### src/rtl/v68k_pkg.sv
// Shared V68k definitions: arbiter state encoding and handshake levels.
package v68k_pkg;

  // Arbiter state encoding; the raw value is exported on ARB_STATE for debug.
  typedef enum logic [2:0] {
    CPU_OWN    = 3'd0,
    GRANT_PEND = 3'd1,
    GRANTED    = 3'd2,
    EXT_OWN    = 3'd3,
    RELEASE    = 3'd4
  } arb_state_t;

  // Handshake line levels (all arbitration lines are active-high here).
  localparam logic ASSERTED = 1'b1;
  localparam logic NEGATED  = 1'b0;

endpackage

### src/rtl/bus_arbiter_if.sv
// Arbitration handshake bundle between the core, external masters and the arbiter.
interface bus_arbiter_if;
  import v68k_pkg::*;

  logic       BR;
  logic       BGACK;
  logic       CPU_BUSY;
  logic       CPU_LOCK;
  logic       BG;
  logic       CPU_GNT;
  logic       BUS_EN;
  arb_state_t ARB_STATE;

  // Arbiter side: consumes requests and core status, drives grants.
  modport slave (
    input  BR, BGACK, CPU_BUSY, CPU_LOCK,
    output BG, CPU_GNT, BUS_EN, ARB_STATE
  );

  // Environment side: external masters plus the core's bus sequencer.
  modport master (
    output BR, BGACK, CPU_BUSY, CPU_LOCK,
    input  BG, CPU_GNT, BUS_EN, ARB_STATE
  );

endinterface

### src/rtl/sync_ff.sv
// Multi-stage synchronizer for an asynchronous single-bit input, cleared by reset.
module sync_ff #(
  parameter int STAGES = 2
) (
  input  logic CLK,
  input  logic RESET,
  input  logic D,
  output logic Q
);

  logic [STAGES-1:0] stage_reg;

  // Shift the raw input through the chain; only the last stage is used downstream.
  always_ff @(posedge CLK or negedge RESET) begin
    if (!RESET) begin
      stage_reg <= '0;
    end else begin
      stage_reg <= {stage_reg[STAGES-2:0], D};
    end
  end

  assign Q = stage_reg[STAGES-1];

endmodule

### src/rtl/bus_arbiter.sv
// 68000-style BR/BG/BGACK bus-ownership controller. Decides when the core may
// start a bus cycle and when it may drive the address/data/strobe pins.
module bus_arbiter
  import v68k_pkg::*;
#(
  parameter int SYNC_STAGES   = 2,
  parameter int GRANT_TIMEOUT = 16
) (
  input  logic          CLK,
  input  logic          RESET,
  bus_arbiter_if.slave  bus
);

  // A zero timeout disables the counter, but keep it at least one bit wide.
  localparam int CNT_W = (GRANT_TIMEOUT > 0) ? $clog2(GRANT_TIMEOUT + 1) : 1;
  // The counter holds the number of completed GRANTED cycles, so the grant is
  // withdrawn at the edge where the count is one short of the limit.
  localparam logic [CNT_W-1:0] CNT_LAST =
    (GRANT_TIMEOUT > 0) ? CNT_W'(GRANT_TIMEOUT - 1) : '0;
  localparam logic [CNT_W-1:0] CNT_MAX = '1;

  logic             br_s;
  logic             bgack_s;
  arb_state_t       state_reg;
  arb_state_t       state_next;
  logic [CNT_W-1:0] cnt_reg;
  logic             timeout_hit;
  logic             bg_reg;
  logic             cpu_gnt_reg;
  logic             bus_en_reg;

  sync_ff #(.STAGES(SYNC_STAGES)) u_sync_br (
    .CLK   (CLK),
    .RESET (RESET),
    .D     (bus.BR),
    .Q     (br_s)
  );

  sync_ff #(.STAGES(SYNC_STAGES)) u_sync_bgack (
    .CLK   (CLK),
    .RESET (RESET),
    .D     (bus.BGACK),
    .Q     (bgack_s)
  );

  assign timeout_hit = (GRANT_TIMEOUT != 0) && (cnt_reg == CNT_LAST);

  // Next-state decision; in GRANTED an acknowledge beats loss of request and timeout.
  always_comb begin
    state_next = state_reg;
    case (state_reg)
      CPU_OWN: begin
        if (br_s == ASSERTED) state_next = GRANT_PEND;
      end
      GRANT_PEND: begin
        // A cycle started as CPU_GNT fell shows up as CPU_BUSY here, so this
        // state always lasts at least one cycle.
        if (br_s == NEGATED)                             state_next = CPU_OWN;
        else if (bus.CPU_BUSY == NEGATED && bus.CPU_LOCK == NEGATED) state_next = GRANTED;
      end
      GRANTED: begin
        if (bgack_s == ASSERTED)  state_next = EXT_OWN;
        else if (br_s == NEGATED) state_next = RELEASE;
        else if (timeout_hit)     state_next = RELEASE;
      end
      EXT_OWN: begin
        if (bgack_s == NEGATED) state_next = (br_s == ASSERTED) ? GRANTED : RELEASE;
      end
      RELEASE: begin
        state_next = CPU_OWN;
      end
      default: begin
        state_next = CPU_OWN;
      end
    endcase
  end

  // State, grant-age counter and outputs decoded from the state being entered.
  always_ff @(posedge CLK or negedge RESET) begin
    if (!RESET) begin
      state_reg   <= CPU_OWN;
      cnt_reg     <= '0;
      bg_reg      <= NEGATED;
      cpu_gnt_reg <= ASSERTED;
      bus_en_reg  <= ASSERTED;
    end else begin
      state_reg <= state_next;
      if (state_reg == GRANTED) begin
        cnt_reg <= (cnt_reg == CNT_MAX) ? cnt_reg : cnt_reg + 1'b1;
      end else begin
        cnt_reg <= '0;
      end
      bg_reg      <= (state_next == GRANTED);
      cpu_gnt_reg <= (state_next == CPU_OWN);
      bus_en_reg  <= (state_next == CPU_OWN) || (state_next == GRANT_PEND);
    end
  end

  assign bus.BG        = bg_reg;
  assign bus.CPU_GNT   = cpu_gnt_reg;
  assign bus.BUS_EN    = bus_en_reg;
  assign bus.ARB_STATE = state_reg;

endmodule

### src/flat_wrapper.sv
// flat-port wrapper written by rule: the top's interface ports become plain ports
module bus_arbiter_flat import v68k_pkg::*;
#(
  parameter int SYNC_STAGES   = 2,
  parameter int GRANT_TIMEOUT = 16
)
  (CLK, RESET, bus_BR, bus_BGACK, bus_CPU_BUSY, bus_CPU_LOCK, bus_BG, bus_CPU_GNT, bus_BUS_EN, bus_ARB_STATE);
  bus_arbiter_if bus_i ();
  input  logic CLK;
  input  logic RESET;
  input wire logic [$bits(bus_i.BR)-1:0] bus_BR;
  input wire logic [$bits(bus_i.BGACK)-1:0] bus_BGACK;
  input wire logic [$bits(bus_i.CPU_BUSY)-1:0] bus_CPU_BUSY;
  input wire logic [$bits(bus_i.CPU_LOCK)-1:0] bus_CPU_LOCK;
  output wire logic [$bits(bus_i.BG)-1:0] bus_BG;
  output wire logic [$bits(bus_i.CPU_GNT)-1:0] bus_CPU_GNT;
  output wire logic [$bits(bus_i.BUS_EN)-1:0] bus_BUS_EN;
  output wire logic [$bits(bus_i.ARB_STATE)-1:0] bus_ARB_STATE;
  assign bus_i.BR = bus_BR;
  assign bus_i.BGACK = bus_BGACK;
  assign bus_i.CPU_BUSY = bus_CPU_BUSY;
  assign bus_i.CPU_LOCK = bus_CPU_LOCK;
  assign bus_BG = bus_i.BG;
  assign bus_CPU_GNT = bus_i.CPU_GNT;
  assign bus_BUS_EN = bus_i.BUS_EN;
  assign bus_ARB_STATE = bus_i.ARB_STATE;
  bus_arbiter #(.SYNC_STAGES(SYNC_STAGES), .GRANT_TIMEOUT(GRANT_TIMEOUT)) u_core (.CLK(CLK), .RESET(RESET), .bus(bus_i));
endmodule
### config.mk
export PLATFORM = sky130hd
export DESIGN_NAME = bus_arbiter_flat
export DESIGN_NICKNAME = d
export VERILOG_FILES = /design/src/rtl/v68k_pkg.sv /design/src/rtl/bus_arbiter_if.sv /design/src/rtl/sync_ff.sv /design/src/rtl/bus_arbiter.sv /design/src/flat_wrapper.sv
export SDC_FILE = /design/constraint.sdc
export NUM_CORES = 1
export LEC_CHECK = 0
export CELL_PAD_IN_SITES_DETAIL_PLACEMENT = 1
export CELL_PAD_IN_SITES_GLOBAL_PLACEMENT = 1
export CORE_UTILIZATION = 41
export DETAILED_ROUTE_END_ITERATION = 8
export PLACE_DENSITY_LB_ADDON = 0.1
export SLEW_MARGIN = 20
export SYNTH_ARGS = -nofsm -noshare
export SYNTH_HDL_FRONTEND = slang
export SYNTH_SLANG_ARGS = --single-unit
### constraint.sdc
create_clock -name CLK -period 2.95 [get_ports CLK]
set_input_delay 0.59 -clock CLK [delete_from_list [all_inputs] [get_ports CLK]]
set_output_delay 0.59 -clock CLK [all_outputs]
set_load 0.005 [all_outputs]
==> Flow_metrics.wiki, run 1 <==
{| class="wikitable"
! Metric !! Value
|-
| Post-Syn Nets || 58
|-
| Overall routing resource usage || roughly 16%
|-
| Number of buffers on the longest clock path || 2
|-
| Number of flip-flops and latches in the synthesized netlist || 15
|-
| Utilization after layout || between 50 and 60%
|-
| Worst setup EP type || output pin
|-
| Number of sinks on the clock net || 15
|-
| DRC marker count from the first detailed-route iteration || 6
|-
| Final period utilization || between 60 and 70%
|-
| Final number of setup-violating endpoints || 0
|-
| Initial Utilization || between 40 and 50%
|-
| Crit Path Class || register to output pin
|-
| Avg Cell Area, Syn || ~12 sq um
|-
| Count of instances resized after the clock tree is built || 0
|-
| Portion of synthesized cell area occupied by the leading cell type || between 50% and 60%
|-
| Clock Skew || 6.46 ps
|-
| Top achievable clock speed || around 0.53 GHz
|-
| Total Wirelength || slightly below 1000 um
|-
| Via count of the first global-routing pass || just under 400
|-
| Static leakage || around 0.34 nW
|-
| Top flip-flop cell by instance count after synthesis || sky130_fd_sc_hd__dfrtp_1
|-
| Leading cell types by total area after synthesis || sky130_fd_sc_hd__dfrtp_1, sky130_fd_sc_hd__dfstp_2, sky130_fd_sc_hd__ha_1
|-
| Critical path startpoint category || register
|-
| Chip width || around 41 um
|-
| Fraction of registers with async set or reset after synthesis || 100%
|-
| Slew at the pin closest to its max-slew limit || between 600 and 700 ps
|-
| Remaining routing DRC violations || 0
|-
| Clock slew at reported path FFs || roughly 90 ps
|-
| Crit path buffers/inverters || 1
|-
| Most frequent cells after synthesis || sky130_fd_sc_hd__dfrtp_1, sky130_fd_sc_hd__nor2_1, sky130_fd_sc_hd__ha_1, sky130_fd_sc_hd__nand2_1
|-
| Post-synthesis sequential area ratio || about 62%
|-
| Number of warning messages in the yosys log || 0
|-
| Library cell with the highest instance count after synthesis || sky130_fd_sc_hd__dfrtp_1
|-
| Final net count || between 70 and 80
|-
| Core outline area || between 0.001 and 0.0015 sq mm
|-
| Setup TNS after final layout || 0 ps
|-
| Largest register FFs || 5
|-
| GPL Wtd Cong || between 0.6 and 0.7
|-
| Number of buffers added on ports || 11
|-
| Shortest clock period the worst path allows after layout || between 1500 and 2000 ps
|-
| H-tree depth || 1
|-
| Site Rows || 13
|-
| Final ANT Viol Nets || 0
|-
| Total number of vias || between 400 and 500
|-
| Kind of cell adding the most delay to the critical path || flip-flops
|-
| Status || completed
|-
| Largest driver fanout on the critical path || 1
|-
| Data arrival time of the critical path || about 1300 ps
|-
| Maximum number of pins on one net before global-route repair || 16
|-
| Worst-case vdd ir drop || between 0.2 and 0.3 mV
|-
| EDFF count, synth || 0
|-
| Vert. Die Dim || between 40 and 50 um
|-
| Number of different library cells in the post-synthesis netlist || 24
|-
| Multi-input combinational cell area || approximately 230 sq um
|-
| Signed area change from the synthesized netlist to the final layout || 25.6%
|-
| Critical path's slowest cell || sky130_fd_sc_hd__dfstp_2
|-
| Max Cap Viol || 0
|-
| TritonCTS clock tree || built
|-
| Area enclosed by the die boundary || about 0.0017 sq mm
|-
| Crit path cell chain || clkdlybuf4s50_1
|-
| First-pass GRT wire length || 1600 um
|-
| Routed WL per cell || ~13 um
|-
| Hold/Removal Path Class || register to register
|-
| Clock buffers created by TritonCTS || 3
|-
| Mapped cell area || between 600 and 700 sq um
|-
| RSZ-0062 raised after global routing || false
|-
| I/O pins || 12
|-
| Gate count after technology mapping || 49
|-
| Max-slew violation count || 0
|-
| Post-synthesis cell type with the largest combined area || sky130_fd_sc_hd__dfrtp_1
|-
| Hold Buf Count CTS || 0
|-
| Skew-Pair Late Insertion Delay || between 200 and 300 ps
|-
| Post-DR vias/cell || around 5.3
|-
| Delay of the slowest cell on the worst path || roughly 530 ps
|-
| Pwr/cell area || between 500 and 600 mW/mm^2
|-
| Number of optimization iterations in the first detailed-route pass || 4
|-
| Area taken by flip-flops and latches || between 300 and 400 sq um
|-
| Buffer count from post-CTS setup fixing || 0
|-
| Clock Root Buffer || sky130_fd_sc_hd__clkbuf_4
|-
| Global route total overflow || 0
|-
| Final-report hold violation count || 0
|-
| CP Data Required Time || around 2400 ps
|-
| N_diodes || 0
|-
| Count of filler cells inserted in the layout || 149
|-
| Share of cells above drive strength 1 || 15.6%
|-
| Antenna violations before repair || 0
|-
| Slew Limit Headroom || 56.2%
|}
## layout make-up
class	count	share of cell area, %
clock buffers	3	2.93
inverters	1	0.489
clock inverters	1	0.651
multi-input cells	33	30.0
repair buffers	11	14.3
well taps	15	2.44
flip-flops and latches	15	49.2
## layer usage
layer / global-route usage [%] / vias to the layer above / wire [um]
met5: 0 / - / 0
met1: 15.6 / 205 / 430
met3: 4.89 / 2 / 47
met4: 10.0 / 0 / 8
met2: 27.8 / 10 / 504
li1: - / 199 / -
## path summary, 6_finish.rpt
check	start	endpoint	slack, ps	cells past startpoint
worst max-delay path	u_core.bus.CPU_GNT$_DFF_PN1_	bus_CPU_GNT	1070	1
worst min register to register	u_core.u_sync_bgack.stage_reg[0]$_DFF_PN0_	u_core.u_sync_bgack.stage_reg[1]$_DFF_PN0_	360	0
max in group asynchronous	RESET	u_core.cnt_reg[1]$_DFFE_PN0P_	1820	1
worst min-delay path	u_core.u_sync_bgack.stage_reg[0]$_DFF_PN0_	u_core.u_sync_bgack.stage_reg[1]$_DFF_PN0_	360	0
worst max register to register	u_core.cnt_reg[0]$_DFFE_PN0P_	u_core.cnt_reg[3]$_DFFE_PN0P_	1300	6
min in group asynchronous	RESET	u_core.bus.BG$_DFF_PN0_	710	1
## kinds of logic (layout without fill, tap and decap cells)
group	after synthesis	after routing	share of synthesized area, %
simple gates	19	19	18.4
flops	15	15	61.8
compound gates	7	7	7.16
fa+ha+maj	3	3	6.14
xor+xnor	3	3	4.30
mux	1	1	1.64
buf+inv	1	16	0.613
## metrics by stage
step	total power [W]	instances	hold WS [ps]	setup WS (ps)	cell area (sq um)
after floorplan	0.000265	49	294	1450	612
after global placement	0.000304	75	332	1350	741
after detailed placement	0.000305	75	338	1310	741
after CTS	0.000421	79	359	1060	768
after global routing	0.000440	79	366	1010	768
final	0.000412	79	356	1070	768
## report_power, final
group	internal, W	switching [W]	leakage, nW
registers	0.000224	0.0000127	0.190
clock network	0.0000502	0.0000626	0.0177
logic	0.0000393	0.0000228	0.137
total	0.000314	0.0000980	0.345
## cells in the final DEF, fill, tap and decap left out
cell                               n
sky130_fd_sc_hd__nand2b_4          1
sky130_fd_sc_hd__ha_1              3
sky130_fd_sc_hd__o22ai_1           1
sky130_fd_sc_hd__xnor2_1           1
sky130_fd_sc_hd__nor3b_2           1
sky130_fd_sc_hd__mux2i_1           1
sky130_fd_sc_hd__nor2_1            7
sky130_fd_sc_hd__and3_1            1
sky130_fd_sc_hd__or2_4             1
sky130_fd_sc_hd__clkinv_2          1
sky130_fd_sc_hd__a21oi_1           2
sky130_fd_sc_hd__nor2b_1           1
sky130_fd_sc_hd__dfstp_2           2
sky130_fd_sc_hd__and2_2            1
sky130_fd_sc_hd__o21bai_1          1
sky130_fd_sc_hd__clkdlybuf4s50_1  11
sky130_fd_sc_hd__nand2_1           3
sky130_fd_sc_hd__nand2b_1          1
sky130_fd_sc_hd__xor2_1            2
sky130_fd_sc_hd__dfrtp_1          13
sky130_fd_sc_hd__inv_1             1
sky130_fd_sc_hd__o21ai_0           1
sky130_fd_sc_hd__o31ai_1           1
sky130_fd_sc_hd__clkbuf_4          3
sky130_fd_sc_hd__nand4b_1          1
sky130_fd_sc_hd__nand3_1           1
sky130_fd_sc_hd__a211oi_1          1
Note: power is estimated with default switching activity, not from simulation.
==> run 2: changes to the inputs <==
--- a/config.mk
+++ b/config.mk
@@ -7,7 +7,7 @@
 export LEC_CHECK = 0
 export CELL_PAD_IN_SITES_DETAIL_PLACEMENT = 1
 export CELL_PAD_IN_SITES_GLOBAL_PLACEMENT = 1
-export CORE_UTILIZATION = 41
+export CORE_UTILIZATION = 34
 export DETAILED_ROUTE_END_ITERATION = 8
 export PLACE_DENSITY_LB_ADDON = 0.1
 export SLEW_MARGIN = 20
==> constraint.sdc (replaced) <==
create_clock -name CLK -period 1.5 [get_ports CLK]
set_input_delay 0.3 -clock CLK [delete_from_list [all_inputs] [get_ports CLK]]
set_output_delay 0.3 -clock CLK [all_outputs]
set_load 0.005 [all_outputs]
==> run 2 against run 1 <==
Worst hold slack got worse by 110 ps. Combinational power rose to 2.5 times the previous value. Clock power up 96%. Clock skew decreased by 2.8 ps. Die area grew 20%. Largest power group unchanged. Clock-buffer cell count did not move. First-iteration DRC count down 67%. Critical endpoint is now bus_ARB_STATE[1].
==> Flow_metrics.wiki, run 2 (same netlist as run 1, synthesis figures left out) <==
{| class="wikitable"
! Metric !! Value
|-
| Status || completed
|-
| Critical path's slowest cell || sky130_fd_sc_hd__clkdlybuf4s50_1
|-
| Worst-case vdd ir drop || 0.600 mV (+110%)
|-
| Cell Count, Final, Fillers Out || 97 (+23%)
|-
| Share of cells above drive strength 1 || 32.9% (+17 points)
|-
| Final number of setup-violating endpoints || 0 (unchanged)
|-
| Clock Root Buffer || sky130_fd_sc_hd__clkbuf_4
|-
| CP Data Required Time || 1200 ps (-1160 ps)
|-
| Crit path cell chain || clkdlybuf4s50_1
|-
| Switch Pwr || 0.000202 W (+110%)
|-
| Commonest non-fill, non-tap cells in the layout || sky130_fd_sc_hd__dfrtp_1, sky130_fd_sc_hd__buf_4, sky130_fd_sc_hd__clkdlybuf4s50_1
|-
| Vert. Die Dim || 44.4 um (+9.3%)
|-
| Crit path buffers/inverters || 1 (unchanged)
|-
| Skew-Pair Late Insertion Delay || 280 ps (about the same)
|-
| Slew Limit Headroom || 82.9% (+27 points)
|-
| Max Cap Viol || 0 (unchanged)
|-
| Detailed placement HPWL || just under 800 um
|-
| Static leakage || 0.402 nW (+17%)
|-
| TritonCTS clock tree || built
|-
| Initial Utilization || 38.4% (-6.9 points)
|-
| DRC marker count from the first detailed-route iteration || 2 (-4)
|-
| Most frequent standard cell in the layout excluding fill and tap cells || sky130_fd_sc_hd__dfrtp_1
|-
| GPL Wtd Cong || 0.742 (+8.4%)
|-
| Sequential Power Share || 54.6% (-3.0 points)
|-
| Worst setup EP type || output pin
|-
| Site Rows || 14 (+1)
|-
| RSZ-0062 raised after global routing || true
|-
| Number of optimization iterations in the first detailed-route pass || 2 (-2)
|-
| Part of the total power dissipated in the clock network || 26.5% (-0.9 points)
|-
| Signed area change from the synthesized netlist to the final layout || 42.7%
|-
| Delay of the slowest cell on the worst path || 510 ps (-20 ps)
|-
| Remaining routing DRC violations || 0 (unchanged)
|-
| Kind of cell adding the most delay to the critical path || buffers and inverters
|-
| Top achievable clock speed || approximately 0.69 GHz
|-
| Data arrival time of the critical path || 1150 ps (-140 ps)
|-
| Antenna violations before repair || 0 (unchanged)
|-
| Final period utilization || around 97%
|-
| Maximum number of pins on one net before global-route repair || 11 (-5)
|-
| Slew at the pin closest to its max-slew limit || 255 ps (-400 ps)
|-
| Final ANT Viol Nets || 0 (unchanged)
|-
| Routed WL per cell || 12.2 um (-2.4%)
|-
| Via count of the first global-routing pass || 449 (+15%)
|-
| Number of sinks on the clock net || 15 (unchanged)
|-
| Max-slew violation count || 0 (unchanged)
|-
| Clock buffers created by TritonCTS || 3 (unchanged)
|-
| Number of buffers on the longest clock path || 2 (unchanged)
|-
| I/O pins || 12 (unchanged)
|-
| Hold/Removal Path Class || input pin to asynchronous set/reset pin
|-
| Comb pwr share || 18.9% (+3.8 points)
|-
| Final net count || 83 (+12%)
|-
| Core outline area || 0.00159 sq mm (+18%)
|-
| Shortest clock period the worst path allows after layout || around 1400 ps
|-
| Final-report hold violation count || 0 (unchanged)
|-
| N_diodes || 0 (unchanged)
|-
| Area enclosed by the die boundary || 0.00197 sq mm (+20%)
|-
| Worst hold slack after final layout || 246 ps (-110 ps)
|-
| Total number of vias || 456 (+9.6%)
|-
| Total Wirelength || 1190 um (+20%)
|-
| Count of filler cells inserted in the layout || 167 (+12%)
|-
| First-pass GRT wire length || 1870 um (+17%)
|-
| Switching Share || 24.1% (+0.29 points)
|-
| Utilization after layout || 54.8% (-2.1 points)
|-
| Cell total after placement || 87 (+16%)
|-
| Clock slew at reported path FFs || 80 ps (about the same)
|-
| H-tree depth || 1 (unchanged)
|-
| Largest register FFs || 5 (unchanged)
|-
| Global route total overflow || 0 (unchanged)
|-
| Pwr/cell area || 959 mW/mm^2 (+79%)
|-
| Largest driver fanout on the critical path || 2 (+1)
|-
| Internal Pwr Total || 0.000636 W (+100%)
|-
| Critical path startpoint category || register
|-
| Number of buffers added on ports || 11 (unchanged)
|-
| Crit Path Class || register to output pin
|-
| Post-DR vias/cell || 4.70 (-11%)
|-
| Overall routing resource usage || 13.6% (-2.1 points)
|-
| Clock Skew || 3.65 ps (-2.81 ps)
|-
| Chip width || 44.4 um (+9.3%)
|}
==> run 2: changes by cell type in the layout (fill, tap and decap cells not counted), moves of 2 or more <==
cell and change:
sky130_fd_sc_hd__buf_4 +9, sky130_fd_sc_hd__clkdlybuf4s50_1 -3, sky130_fd_sc_hd__dlygate4sd2_1 +2, sky130_fd_sc_hd__ha_1 -2
==> run 2: power by group through the flow <==
stage	clock [W]	combinational [W]	sequential (W)
3_5_place_dp	0	0.000134	0.000473
6_report	0.000222	0.000158	0.000457
3_3_place_gp	0	0.000133	0.000471
4_1_cts	0.000237	0.000144	0.000459
2_1_floorplan	0	0.0000484	0.000473
5_1_grt	0.000252	0.000175	0.000461
==> run 2: cell type report <==
type | count | area [sq um] | area share [%]
Clock buffer | 3 | 22.5 | 2.58
Clock inverter | 1 | 5.00 | 0.573
Inverter | 1 | 3.75 | 0.430
Multi-Input combinational cell | 33 | 255 | 29.2
Sequential cell | 15 | 379 | 43.4
Tap cell | 24 | 30.0 | 3.44
Timing Repair Buffer | 20 | 178 | 20.3
==> run 2: path summary, 6_finish.rpt <==
kind,startpoint,end,slack (ps),cells after the start
max in group asynchronous,RESET,u_core.bus.ARB_STATE[1]$_DFF_PN0_,830,2
min in group CLK,u_core.u_sync_br.stage_reg[0]$_DFF_PN0_,u_core.u_sync_br.stage_reg[1]$_DFF_PN0_,360,0
min,RESET,u_core.cnt_reg[3]$_DFFE_PN0P_,250,1
max reg2reg,u_core.cnt_reg[0]$_DFFE_PN0P_,u_core.cnt_reg[3]$_DFFE_PN0P_,50,6
min reg2reg,u_core.u_sync_br.stage_reg[0]$_DFF_PN0_,u_core.u_sync_br.stage_reg[1]$_DFF_PN0_,360,0
max,u_core.bus.ARB_STATE[1]$_DFF_PN0_,bus_ARB_STATE[1],50,1
==> run 2: through the flow <==
| stage | power (W) | area (sq um) | TNS (ps) | setup WS (ps) |
|---|---|---|---|---|
| after floorplan | 0.000521 | 614 | 0 | 50.8 |
| after global placement | 0.000604 | 777 | 0 | 60.3 |
| after detailed placement | 0.000606 | 777 | 0 | 19.3 |
| after CTS | 0.000840 | 833 | 0 | 3.42 |
| after global routing | 0.000888 | 873 | -73.3 | -56.9 |
| final | 0.000838 | 873 | 0 | 50.5 |
==> run 2: repair_timing <==
action                     in CTS  in global routing
hold buffers                    0                  0
pin swaps                       0                  1
buffers inserted                4                  2
resized for setup               3                  5
setup endpoints to repair       5                  8
==> run 2: per-layer routing <==
metal | GRT usage, % | routed length [um] | up-vias
li1 | - | - | 217
met1 | 17.7 | 569 | 223
met2 | 20.3 | 542 | 16
met4 | 1.82 | 0 | 0
met3 | 7.76 | 75 | 0
met5 | 0 | 0 | -
==> run 3: changes to the inputs <==
--- a/config.mk
+++ b/config.mk
@@ -8,6 +8,7 @@
 export CELL_PAD_IN_SITES_DETAIL_PLACEMENT = 1
 export CELL_PAD_IN_SITES_GLOBAL_PLACEMENT = 1
 export CORE_UTILIZATION = 34
+export CTS_CLUSTER_DIAMETER = 200
 export DETAILED_ROUTE_END_ITERATION = 8
 export PLACE_DENSITY_LB_ADDON = 0.1
 export SLEW_MARGIN = 20
==> results of run 3 <==
Final layout, timing and power as in run 2 (identical DEF).
